`config.mk`:
```
export PLATFORM = sky130hd
export DESIGN_NAME = wishbone_fifo_port
export DESIGN_NICKNAME = d
export VERILOG_FILES = /design/src/rtl/wishbone_fifo_port.sv
export SDC_FILE = /design/constraint.sdc
export NUM_CORES = 1
export LEC_CHECK = 0
export CAP_MARGIN = 20
export CELL_PAD_IN_SITES_DETAIL_PLACEMENT = 2
export CELL_PAD_IN_SITES_GLOBAL_PLACEMENT = 2
export CORE_UTILIZATION = 25
export CTS_CLUSTER_DIAMETER = 200
export CTS_CLUSTER_SIZE = 25
export DETAILED_ROUTE_END_ITERATION = 8
export PLACE_DENSITY = 0.5
export SYNTH_ARGS = -nofsm -noshare
export SYNTH_HDL_FRONTEND = slang
export SYNTH_SLANG_ARGS = --single-unit
```
`constraint.sdc`:
```
create_clock -name wb_clk_i -period 7.6 [get_ports wb_clk_i]
set_input_delay 1.52 -clock wb_clk_i [delete_from_list [all_inputs] [get_ports wb_clk_i]]
set_output_delay 1.52 -clock wb_clk_i [all_outputs]
set_load 0.01 [all_outputs]
```
`src/rtl/wishbone_fifo_port.sv`:
```
// Wishbone slave that queues words written to a data port into a small FIFO
// and presents them to user logic as a valid/ready stream.
`timescale 1ns/1ps

module wishbone_fifo_port #(
    parameter logic [31:0] DATA_ADDR   = 32'h30000010,
    parameter logic [31:0] STATUS_ADDR = 32'h30000014,
    parameter int          DEPTH       = 8,
    parameter int          PTR_W       = 3
) (
    input  logic        wb_clk_i,
    input  logic        wb_rst_i,
    input  logic        wbs_stb_i,
    input  logic        wbs_cyc_i,
    input  logic        wbs_we_i,
    input  logic [31:0] wbs_dat_i,
    input  logic [31:0] wbs_adr_i,
    output logic        wbs_ack_o,
    output logic [31:0] wbs_dat_o,
    output logic [31:0] out_data_o,
    output logic        out_valid_o,
    input  logic        out_ready_i
);

    localparam logic [PTR_W:0] FULL_COUNT = (PTR_W+1)'(DEPTH);

    logic [31:0]      mem [DEPTH];
    logic [PTR_W-1:0] wr_ptr_reg;
    logic [PTR_W-1:0] rd_ptr_reg;
    logic [PTR_W:0]   count_reg;
    logic [PTR_W:0]   count_next;
    logic             overflow_reg;
    logic             overflow_next;
    logic [7:0]       drop_cnt_reg;
    logic [7:0]       drop_cnt_next;
    logic             ack_reg;
    logic [31:0]      dat_reg;
    logic [31:0]      dat_next;

    logic        hit_data;
    logic        hit_status;
    logic        req;
    logic        empty;
    logic        full;
    logic        pop;
    logic        push;
    logic        drop;
    logic        clear;
    logic [31:0] status_word;

    always_comb begin
        hit_data    = (wbs_adr_i == DATA_ADDR);
        hit_status  = (wbs_adr_i == STATUS_ADDR);
        req         = wbs_cyc_i & wbs_stb_i & ~ack_reg & (hit_data | hit_status);
        empty       = (count_reg == '0);
        full        = (count_reg == FULL_COUNT);
        pop         = ~empty & out_ready_i;
        // A full FIFO still accepts a word when the head leaves at the same edge.
        push        = req & wbs_we_i & hit_data & (~full | pop);
        drop        = req & wbs_we_i & hit_data & full & ~pop;
        clear       = req & wbs_we_i & hit_status & wbs_dat_i[0];
        status_word = {drop_cnt_reg, 5'b0, overflow_reg, full, empty, 16'(count_reg)};

        count_next = count_reg;
        case ({push, pop})
            2'b10:   count_next = count_reg + 1'b1;
            2'b01:   count_next = count_reg - 1'b1;
            default: count_next = count_reg;
        endcase

        overflow_next = overflow_reg;
        drop_cnt_next = drop_cnt_reg;
        if (drop) begin
            overflow_next = 1'b1;
            if (drop_cnt_reg != 8'hFF)
                drop_cnt_next = drop_cnt_reg + 1'b1;
        end
        if (clear) begin
            overflow_next = 1'b0;
            drop_cnt_next = 8'h00;
        end

        dat_next = dat_reg;
        if (req & ~wbs_we_i) begin
            if (hit_data)
                dat_next = empty ? 32'h0 : mem[rd_ptr_reg];
            else
                dat_next = status_word;
        end
    end

    always_ff @(posedge wb_clk_i) begin
        if (wb_rst_i) begin
            wr_ptr_reg   <= '0;
            rd_ptr_reg   <= '0;
            count_reg    <= '0;
            overflow_reg <= 1'b0;
            drop_cnt_reg <= 8'h00;
            ack_reg      <= 1'b0;
            dat_reg      <= 32'h0;
        end else begin
            if (push)
                wr_ptr_reg <= wr_ptr_reg + 1'b1;
            if (pop)
                rd_ptr_reg <= rd_ptr_reg + 1'b1;
            count_reg    <= count_next;
            overflow_reg <= overflow_next;
            drop_cnt_reg <= drop_cnt_next;
            ack_reg      <= req;
            dat_reg      <= dat_next;
        end
    end

    // Storage carries no reset; only the pointers define which words are live.
    always_ff @(posedge wb_clk_i) begin
        if (!wb_rst_i && push)
            mem[wr_ptr_reg] <= wbs_dat_i;
    end

    assign wbs_ack_o   = ack_reg;
    assign wbs_dat_o   = dat_reg;
    assign out_valid_o = ~empty;
    assign out_data_o  = mem[rd_ptr_reg];

endmodule

```
==> reports/summary.txt <==
==================================================================================
Synthesis warning total                                                          0
Post-synthesis xor/xnor area fraction                                       0.429%
Count of final max-slew check failures                                           0
Share of the synthesized area in compound gates (AO/OA/AOI/OAI)              2.89%
Number of vias per cell after detailed routing                                4.63
Post-Synthesis Mean Instance Area                                         18.1 um2
Overflow left after global routing                                               0
First-iteration detailed-routing DRC count                                     269
Largest area contributor in the synthesized netlist                       edfxtp_1
H-tree levels                                                                    1
Status                                                                finished, final reports clean
Initial antenna violation count                                                  2
Post-synthesis instance total                                                  677
Combined area of all synthesized cells                                  0.0122 mm2
Die span in y                                                               223 um
Power density relative to cell area                                     193 mW/mm2
Post CTS Setup Buffer Count                                                      0
Number of vias in the routed layout                                           6653
Biggest fanout along the worst timing path                                      39
Mapped Nets                                                                    754
Achievable Freq                                                            198 MHz
Pin count of the biggest net entering global routing                            52
Vias in the first global route                                                7565
Worst EP arrival                                                           3.52 ns
Fraction of layout instances using a drive strength above 1                  19.3%
Crit share post-route                                                        66.3%
Core Footprint                                                          0.0480 mm2
Hold-fix buffers, CTS                                                            0
Post-Route Skew                                                          0.0219 ns
Global Route Usage Sum                                                       13.1%
Global-route wire length before repair                                    49200 um
Pin slew with the least headroom to its limit                              1.03 ns
Synth Flop Type                                                           edfxtp_1
Start point of the worst min-delay path                               wbs_dat_o[22]
Area growth, synth to finish                                                 21.9%
Type of the most critical hold path                                     reg -> reg
Final hold violations                                                            0
CP endpoint kind                                                        output pin
Element type at the critical path start                                   register
Die Area                                                                0.0499 mm2
Estimated wirelength of the detail-placed design                          21000 um
Count of standard-cell rows                                                     80
Buffers added on ports                                                         135
Static power due to leakage                                                4.36 nW
Final worst slack                                                          2.56 ns
Clock slew at reported path FFs                                            0.10 ns
Largest cells by area after synthesis                                 edfxtp_1, mux4_2, dfxtp_1
RSZ-0062 raised after global routing                                         false
TritonCTS clock tree                                                          done
Number of iterations in the first detailed-routing pass                          4
Most frequent cells in the layout                                     edfxtp_1, clkdlybuf4s50_1, mux4_2
Final WL                                                                  32600 um
Placer's final routability congestion estimate                               0.722
Worst r2r src                                                         count_reg[0]
Synthesis-stage register bit count                                             311
Flip-flop count of the largest register after layout                           256
Endpoints failing setup                                                          0
Largest family of logic cells by synthesized area                     multiplexers
Final Net Count                                                                890
Number of gates resized after CTS                                                0
Mean routed wirelength per cell                                            22.7 um
Post-synthesis simple-gate area fraction                                     7.76%
Data required time of the worst path                                       6.08 ns
Async set-or-reset flop fraction in the synthesized netlist                     0%
Initial Util                                                                 25.5%
Most common cell after layout, fill and taps aside                        edfxtp_1
Clock insertion delay at the later pin of the skew report                  0.51 ns
Cell variety after synth                                                        45
Clock sink count                                                               311
Width of the chip                                                           223 um
Type of the worst setup path                                            reg -> out
Multiplexer share of the synthesized area                                    15.0%
CTS Root Buffer Type                                                     clkbuf_16
Number of flops mapped to enable cells by yosys                                256
Setup slack at placement                                                   2.56 ns
Max capacitance violation total                                                  0
Peak ir drop on the vdd network                                         0.000117 V
Worst max-slew margin expressed relative to the limit                        30.5%
Top-Level Pins                                                                 136
Setup Total Neg Slack                                                         0 ns
Sequential area share after synthesis                                        71.8%
Number of inserted diodes                                                        0
Remaining number of nets flagged by the antenna check after routing              0
Final routed DRC violation total                                                 0
Final min period                                                           5.04 ns
Synth Area in Adders                                                        0.777%
Buffer depth of the longest clock path                                           3
Number of buffers inserted during clock tree synthesis                          16
Area share of the largest cell type after synthesis                          62.8%
==================================================================================
## cells in the mapped netlist (2+ instances only)
cell type and count:
mux2_2 33, o21ai_0 7, and2_1 2, a211oi_1 2, buf_2 9, nand2_1 24, mux4_2 64, nand4_4 2
edfxtp_1 256, nor2b_1 4, xor2_1 4, ha_1 6, nor3_1 8, dfxtp_1 55, nor4_4 6, clkbuf_1 23
or3_1 8, nor4_1 4, nand3b_1 3, a311oi_1 13, buf_1 3, xnor2_1 2, nand3_1 37, a21oi_1 29
nand4_1 3, nand2b_1 14, nor2_1 32, inv_1 5, and3b_1 2, mux2i_1 2
## worst paths after layout
path | end | slack (ns) | depth (start not counted)
worst min register to register | wbs_dat_o[22] | 0.46 | 2
worst max-delay path | out_data_o[16] | 2.56 | 4
worst max register to register | count_reg[3] | 4.32 | 9
worst min-delay path | wbs_dat_o[22] | 0.46 | 2
## final cells by class
type | count | area, um2
fill | 4852 | 33100
sequential | 311 | 8790
multi-input combinational | 325 | 3340
timing repair buffer | 154 | 1530
tap | 615 | 769
clock buffer | 26 | 459
inverter | 5 | 18.8
clock inverter | 1 | 16.3
## worst max-delay path, stage by stage, from the launching register on
cell and delay, ns:
dfxtp_4 0.89, buf_4 0.60, mux4_2 0.58, mux2_2 0.35, clkdlybuf4s50_1 0.51
## power by group
part           switching, mW  internal (mW)  total [mW]
clock network          0.542          0.426       0.968
logic                 0.0348         0.0347      0.0695
registers        0.000000817           1.84        1.84
total                  0.576           2.30        2.88
## cell families after synthesis
group | after synthesis
DFF | 311
and+or+nand+nor | 156
muxes | 99
AOI/OAI and AO/OA | 57
buffers and inverters | 41
adders and majority gates | 7
xor gates and xnor gates | 6
## routing by layer
layer	GRT usage, %	share of wire (%)	vias up
met3	2.19	4.4	25
met4	2.10	1.1	4
met1	16.8	43	3551
met2	23.6	51	105
met5	0	0.068	-
li1	-	-	2968
## per-stage QoR
step	cell area, um2	hold slack (ns)	total power [mW]	utilization, %	cells
finish	14900	0.461	2.88	31.1	1437
global route	14900	0.488	2.97	31.1	1437
CTS	14900	0.463	2.92	31.0	1436
detailed placement	14400	0.448	1.95	30.0	1409
global placement	14400	0.440	1.94	29.9	1406
floorplan	12200	0.441	1.89	-	677
Power figures use the tool's default switching activity.
